**src/rtl/neural_simd_pkg.sv**
```systemverilog
// Shared widths and record layouts for the neural_simd issue/collect slice.
package neural_simd_pkg;

    localparam int LANES     = 4;
    localparam int LANE_W    = 8;
    localparam int WORD_W    = LANES * LANE_W;
    localparam int DEF_TAG_W = 4;

    typedef struct packed {
        logic [WORD_W-1:0]    rs1;
        logic [WORD_W-1:0]    rs2;
        logic [WORD_W-1:0]    mask;
        logic [DEF_TAG_W-1:0] tag;
    } op_t;

    typedef struct packed {
        logic [WORD_W-1:0]    rd;
        logic [DEF_TAG_W-1:0] tag;
    } res_t;

endpackage

```
**src/rtl/neural_sync_fifo.sv**
```systemverilog
// Synchronous FIFO with occupancy count; pointers wrap modulo DEPTH so
// non-power-of-two depths are supported. The head reads as zero when empty.
module neural_sync_fifo #(
    parameter int WIDTH = 8,
    parameter int DEPTH = 4
) (
    input  logic                   clk,
    input  logic                   rst_n,
    input  logic                   push,
    input  logic [WIDTH-1:0]       push_data,
    input  logic                   pop,
    output logic [WIDTH-1:0]       pop_data,
    output logic                   full,
    output logic                   empty,
    output logic [$clog2(DEPTH):0] count
);

    localparam int PTR_W = (DEPTH > 1) ? $clog2(DEPTH) : 1;
    localparam int CNT_W = $clog2(DEPTH) + 1;

    logic [WIDTH-1:0] mem [DEPTH];
    logic [PTR_W-1:0] wr_ptr;
    logic [PTR_W-1:0] rd_ptr;
    logic             do_push;
    logic             do_pop;

    function automatic logic [PTR_W-1:0] wrap_inc(input logic [PTR_W-1:0] p);
        return (p == PTR_W'(DEPTH - 1)) ? '0 : p + 1'b1;
    endfunction

    assign full     = (count == CNT_W'(DEPTH));
    assign empty    = (count == '0);
    assign do_push  = push && !full;
    assign do_pop   = pop && !empty;
    assign pop_data = empty ? '0 : mem[rd_ptr];

    always_ff @(posedge clk or negedge rst_n) begin
        if (!rst_n) begin
            wr_ptr <= '0;
            rd_ptr <= '0;
            count  <= '0;
        end else begin
            if (do_push) wr_ptr <= wrap_inc(wr_ptr);
            if (do_pop)  rd_ptr <= wrap_inc(rd_ptr);
            case ({do_push, do_pop})
                2'b10:   count <= count + 1'b1;
                2'b01:   count <= count - 1'b1;
                default: count <= count;
            endcase
        end
    end

    // Storage needs no reset: the head is masked while the FIFO is empty.
    always_ff @(posedge clk) begin
        if (do_push) mem[wr_ptr] <= push_data;
    end

endmodule

```
**src/rtl/neural_simd_issue.sv**
```systemverilog
// Issue/collect stage for neural_simd: buffers operand triplets, issues one per
// cycle under result-FIFO credit, tracks in-flight ops and collects rd in order.
module neural_simd_issue
    import neural_simd_pkg::*;
#(
    parameter int IN_DEPTH  = 4,
    parameter int RES_DEPTH = 3,
    parameter int LAT       = 1,
    parameter int TAG_W     = DEF_TAG_W
) (
    input  logic              clk,
    input  logic              rst_n,
    input  logic              in_valid,
    output logic              in_ready,
    input  logic [WORD_W-1:0] in_rs1,
    input  logic [WORD_W-1:0] in_rs2,
    input  logic [WORD_W-1:0] in_mask,
    input  logic [TAG_W-1:0]  in_tag,
    output logic [WORD_W-1:0] simd_rs1,
    output logic [WORD_W-1:0] simd_rs2,
    output logic [WORD_W-1:0] simd_mask,
    input  logic [WORD_W-1:0] simd_rd,
    output logic              out_valid,
    input  logic              out_ready,
    output logic [WORD_W-1:0] out_rd,
    output logic [TAG_W-1:0]  out_tag,
    output logic [2:0]        inflight,
    output logic              busy
);

    localparam int OP_W      = 3 * WORD_W + TAG_W;
    localparam int RES_W     = WORD_W + TAG_W;
    localparam int IN_CNT_W  = $clog2(IN_DEPTH) + 1;
    localparam int RES_CNT_W = $clog2(RES_DEPTH) + 1;

    logic                 in_en;
    logic                 op_push;
    logic                 op_full;
    logic                 op_empty;
    logic [OP_W-1:0]      op_head;
    logic [IN_CNT_W-1:0]  op_count;
    logic [WORD_W-1:0]    head_rs1;
    logic [WORD_W-1:0]    head_rs2;
    logic [WORD_W-1:0]    head_mask;
    logic [TAG_W-1:0]     head_tag;
    logic                 issue;
    int                   credit_used;
    logic [LAT:0]         vpipe;
    logic [TAG_W-1:0]     tpipe [LAT+1];
    logic                 res_push;
    logic                 res_pop;
    logic                 res_full;
    logic                 res_empty;
    logic [RES_W-1:0]     res_head;
    logic [RES_CNT_W-1:0] res_count;
    logic                 unused_res_full;

    // in_en keeps in_ready low until the first clock after reset release.
    assign in_ready = in_en && !op_full;
    assign op_push  = in_valid && in_ready;

    neural_sync_fifo #(
        .WIDTH (OP_W),
        .DEPTH (IN_DEPTH)
    ) u_op_fifo (
        .clk       (clk),
        .rst_n     (rst_n),
        .push      (op_push),
        .push_data ({in_rs1, in_rs2, in_mask, in_tag}),
        .pop       (issue),
        .pop_data  (op_head),
        .full      (op_full),
        .empty     (op_empty),
        .count     (op_count)
    );

    assign {head_rs1, head_rs2, head_mask, head_tag} = op_head;
    assign inflight = 3'($countones(vpipe));

    // A result slot being popped this cycle can be re-promised to a new issue,
    // which is what lets RES_DEPTH = LAT+2 sustain one op per cycle.
    always_comb begin
        credit_used = int'(inflight) + int'(res_count) - (res_pop ? 1 : 0);
        issue       = !op_empty && (credit_used < RES_DEPTH);
    end

    always_ff @(posedge clk or negedge rst_n) begin
        if (!rst_n) begin
            in_en     <= 1'b0;
            simd_rs1  <= '0;
            simd_rs2  <= '0;
            simd_mask <= '0;
            vpipe     <= '0;
            for (int i = 0; i <= LAT; i++) tpipe[i] <= '0;
        end else begin
            in_en <= 1'b1;
            vpipe <= {vpipe[LAT-1:0], issue};
            for (int i = LAT; i > 0; i--) tpipe[i] <= tpipe[i-1];
            if (issue) begin
                simd_rs1  <= head_rs1;
                simd_rs2  <= head_rs2;
                simd_mask <= head_mask;
                tpipe[0]  <= head_tag;
            end else begin
                simd_rs1  <= '0;
                simd_rs2  <= '0;
                simd_mask <= '0;
                tpipe[0]  <= '0;
            end
        end
    end

    assign res_push = vpipe[LAT];
    assign res_pop  = out_valid && out_ready;

    neural_sync_fifo #(
        .WIDTH (RES_W),
        .DEPTH (RES_DEPTH)
    ) u_res_fifo (
        .clk       (clk),
        .rst_n     (rst_n),
        .push      (res_push),
        .push_data ({simd_rd, tpipe[LAT]}),
        .pop       (res_pop),
        .pop_data  (res_head),
        .full      (res_full),
        .empty     (res_empty),
        .count     (res_count)
    );

    // The credit rule keeps the result FIFO from ever being full at capture.
    assign unused_res_full   = res_full;
    assign {out_rd, out_tag} = res_head;
    assign out_valid         = !res_empty;
    assign busy              = (op_count != '0) || (res_count != '0) || (inflight != 3'd0);

endmodule

```
**config.mk**
```make
export PLATFORM = sky130hd
export DESIGN_NAME = neural_simd_issue
export DESIGN_NICKNAME = d
export VERILOG_FILES = /design/src/rtl/neural_simd_pkg.sv /design/src/rtl/neural_sync_fifo.sv /design/src/rtl/neural_simd_issue.sv
export SDC_FILE = /design/constraint.sdc
export NUM_CORES = 1
export LEC_CHECK = 0
export BUFFER_PORTS_ARGS = -buffer_cell sky130_fd_sc_hd__buf_4
export CAP_MARGIN = 20
export CORE_MARGIN = 2
export CORE_UTILIZATION = 45
export DETAILED_ROUTE_END_ITERATION = 16
export MAX_ROUTING_LAYER = met4
export PLACE_DENSITY_LB_ADDON = 0.08
export REMOVE_ABC_BUFFERS = 1
export SLEW_MARGIN = 20
export SYNTH_ARGS = -nofsm -noshare
export SYNTH_HDL_FRONTEND = slang
export SYNTH_SLANG_ARGS = --single-unit
```
**constraint.sdc**
```tcl
create_clock -name clk -period 11.3 [get_ports clk]
set_clock_uncertainty 0.1 [all_clocks]
set_input_delay 1.695 -clock clk [delete_from_list [all_inputs] [get_ports clk]]
set_output_delay 1.695 -clock clk [all_outputs]
set_load 0.05 [all_outputs]
```
==> flow_summary_export.csv <==
group,metric,value,unit
logic_synthesis,seq_area_frac_synth,79.9,%
power_and_ir_drop,swShare,34.8,%
detailed_routing,num_vias,10800,
clock_network,cts_root_buf,"clkbuf_16",
finish,regArea,18300,um^2
clock_network,cts_buffers,66,
detailed_routing,first_iter_violations,580,
detailed_routing,detail_route.wirelength,45.7,mm
logic_synthesis,netlist_area,22900,um^2
hold_path,hold_path_depth,0,
hold_path,hp-class,"reg -> reg",
clock_network,cts-hold-fix-buffers,0,
sta,grt_setup_unrepaired,"false",
sta,finalCriticalPeriod,4.93,ns
power_and_ir_drop,comb_power_share,34.6,%
grt,grt_start_max_net_pins,75,
logic_synthesis,yosys_register_bits,629,
sta,worst_pin_slew,0.995,ns
logic_synthesis,synth_edf_count,508,
grt,overflow,0,
outcome,outcome,"finished, final reports clean",
logic_synthesis,synth_warnings,0,
clock_network,clk_latency,0.59,ns
detailed_routing,drc,0,
clock_network,post_cts.repair.setup_buffers,0,
job,maxCapViolations,0,
grt,grt_util_all_layers,18.3,%
critical_path,worstRegToRegCells,19,
sta,drv_slew,0,
die,dieArea,52700,um^2
clock_network,h-tree-depth,3,
power_and_ir_drop,switching_power,0.00277,W
die,floorplan.io_pins,274,
finish,drive_gt1_share,33.8,%
logic_synthesis,syn-mean-instance-area,20.6,um^2
die,core_region_area,50200,um^2
finish,multi_input_area,4370,um^2
place,io_buffers,272,
die,fp.dieH,230,um
sta,holdWs,0.251,ns
sta,slew_headroom,33.7,%
grt,antenna_found_initial,4,
sta,finalSetupTns,0,ns
clock_network,cts_resized,0,
clock_network,clkTransAtPathRegs,0.06,ns
detailed_routing,vias_per_cell,5.03,
sta,max_clock_freq,0.203,GHz
detailed_routing,drt_first_pass_iters,4,
grt,grt_first_pass_wirelength,70.4,mm
clock_network,tritoncts,"done",
logic_synthesis,synth.distinct_cells,36,
logic_synthesis,async_flop_share,19.2,%
detailed_routing,wl_per_cell,21.3,um
critical_path,worst-setup-path-type,"in -> reg",
clock_network,clock-sinks,629,
power_and_ir_drop,power.internal,0.00517,W
die,rows,82,
power_and_ir_drop,ir_drop,0.218,mV
finish,n_fill_cell,3886,
sta,setup_viol,0,
die,initial_core_util,45.6,%
sta,hold_viol,0,
clock_network,cts_buffer_depth,3,
critical_path,cp_max_fo,53,
finish,final_net_count,1571,
critical_path,worstPathRequired,11.66,ns
place,dpl.hpwl,25.8,mm
die,die_w,230,um
critical_path,timing.critical_path.to_type,"register",
power_and_ir_drop,clock_power_share,26.3,%
power_and_ir_drop,leakage,10.3,nW
critical_path,worstPathArrival,5.30,ns
logic_synthesis,synthCells,1110,
sta,period_share,43.6,%
place,gp_congestion,0.733,
grt,grt_pass1_vias,11600,
power_and_ir_drop,seqPwrFrac,39.1,%
power_and_ir_drop,power_density,285,nW/um^2
logic_synthesis,synthFlopType,"edfxtp_1",
detailed_routing,drtAntennaViolNets,0,
critical_path,startpoint_type,"input port",
finish,area_growth,21.7,%
critical path, cell delays in order:
cell and delay, ns:
buf_4 0.11, nand2_1 0.09, inv_1 0.08, ha_1 0.27, inv_1 0.04, ha_1 0.22, fa_1 0.46, xor2_1 0.24
a211oi_1 0.11, o31ai_4 0.22, buf_4 0.62, inv_1 0.13, ha_1 0.27, fa_1 0.38, xnor2_1 0.16, nor2_1 0.06
xor2_1 0.13
cell families (layout without fill, tap and decap cells):
logic type               after synthesis  count (layout)  share of synthesized area, %
multiplexers                         142             142                          11.7
AO/OA/AOI/OAI                         50              50                          1.29
AND/OR/NAND/NOR                      193             193                          4.41
buffers and inverters                 68             427                          1.26
flip-flops                           629             629                          79.9
adder cells (fa/ha/maj)               19              19                          1.14
XOR/XNOR                               7               7                         0.268
other                                  2               7                        0.0328
power groups by stage:
stage	sequential (W)	combinational [W]	clock, W
5_1_grt	0.00314	0.00297	0.00224
3_5_place_dp	0.00316	0.00281	0
3_3_place_gp	0.00315	0.00279	0
4_1_cts	0.00311	0.00282	0.00216
6_report	0.00310	0.00275	0.00209
2_1_floorplan	0.00355	0.00166	0
through the flow:
stage | area (um^2) | setup slack [ns] | util (%) | cells | total power [W]
5_1_grt | 27900 | 5.99 | 55.5 | 2145 | 0.00836
2_1_floorplan | 22700 | 2.61 | - | 1060 | 0.00522
3_3_place_gp | 25700 | 5.73 | 51.3 | 2020 | 0.00593
4_1_cts | 27800 | 6.27 | 55.5 | 2141 | 0.00809
3_5_place_dp | 25700 | 5.69 | 51.3 | 2020 | 0.00597
6_report | 27900 | 6.37 | 55.5 | 2146 | 0.00794
synth_stat cells (2+ instances only):
master / n / area [um^2]
buf_4: 2 / 15.0
a21oi_1: 37 / 185
nor2_1: 78 / 293
and3_1: 4 / 25.0
mux4_2: 100 / 2250
nor3b_1: 2 / 15.0
xnor2_1: 4 / 35.0
clkbuf_1: 25 / 93.8
conb_1: 2 / 7.51
a21o_1: 5 / 37.5
inv_1: 18 / 67.6
buf_1: 2 / 7.51
nor3_1: 2 / 10.0
nand2_1: 2 / 7.51
a21boi_0: 2 / 15.0
xor2_1: 3 / 26.3
ha_1: 16 / 200
nor2b_1: 100 / 626
mux2_2: 3 / 33.8
mux2_4: 2 / 30.0
edfxtp_1: 508 / 15300
mux2i_1: 37 / 370
dfrtp_1: 121 / 3030
fa_1: 3 / 60.1
buf_2: 21 / 105
flip-flops by register name, indices dropped and copies added, names as in the netlist:
signal             cells
u_op_fifo.rd_ptr       2
simd_rs1              32
in_en                  1
u_res_fifo.count       3
vpipe                  2
simd_rs2              32
u_res_fifo.mem       108
simd_mask             32
u_op_fifo.mem        400
u_res_fifo.wr_ptr      2
u_op_fifo.count        3
u_op_fifo.wr_ptr       2
u_res_fifo.rd_ptr      2
tpipe                  8
per-layer routing:
layer	GRT usage [%]	vias to the layer above	routed length [um]
met3	5.64	68	3070
met4	5.17	0	875
met5	-	-	0
li1	-	4901	-
met1	22.5	5600	18900
met2	29.6	227	22900
area by class of cell:
cell class,instances,share of cell area (%)
clock buffer,91,6.49
inverter,18,0.243
timing repair buffer,288,7.79
sequential,629,65.7
antenna,5,0.0449
clock inverter,30,1.07
tap,672,3.02
multi-input combinational,413,15.7
cells in the final DEF (no fill, tap or decap), types with 3 or more instances in the layout:
cell type  synthesis  routed
xnor2_1            4       4
nor2b_1          100     100
mux2i_1           37      37
a21o_1             5       5
and3_4             0       4
mux2_2             3       3
inv_6              0       4
nor2_1            78      78
diode_2            0       5
clkbuf_1          25      20
a21oi_1           37      37
mux4_2           100     100
clkinv_2           0       7
bufinv_16          0       5
buf_4              2     286
clkbuf_16          0      67
clkinv_1           0      12
fa_1               3       3
ha_1              16      16
dfrtp_1          121     117
clkbuf_8           0       4
edfxtp_1         508     508
inv_1             18      18
xor2_1             3       3
final timing paths:
check / end / slack [ns] / startpoint
setup reg to reg: u_op_fifo.count[2]$_DFFE_PN0P_ / 6.41 / u_res_fifo.count[2]$_DFFE_PN0P_
min in group asynchronous: simd_rs1[22]$_DFF_PN0_ / 1.05 / rst_n
hold reg to reg: tpipe[3]$_DFF_PN0_ / 0.25 / tpipe[7]$_DFF_PN0_
hold / removal: tpipe[3]$_DFF_PN0_ / 0.25 / tpipe[7]$_DFF_PN0_
setup / recovery: u_op_fifo.count[2]$_DFFE_PN0P_ / 6.37 / out_ready
max in group asynchronous: u_op_fifo.rd_ptr[0]$_DFFE_PN0P_ / 8.64 / rst_n
Note: power is estimated with default switching activity, not from simulation.
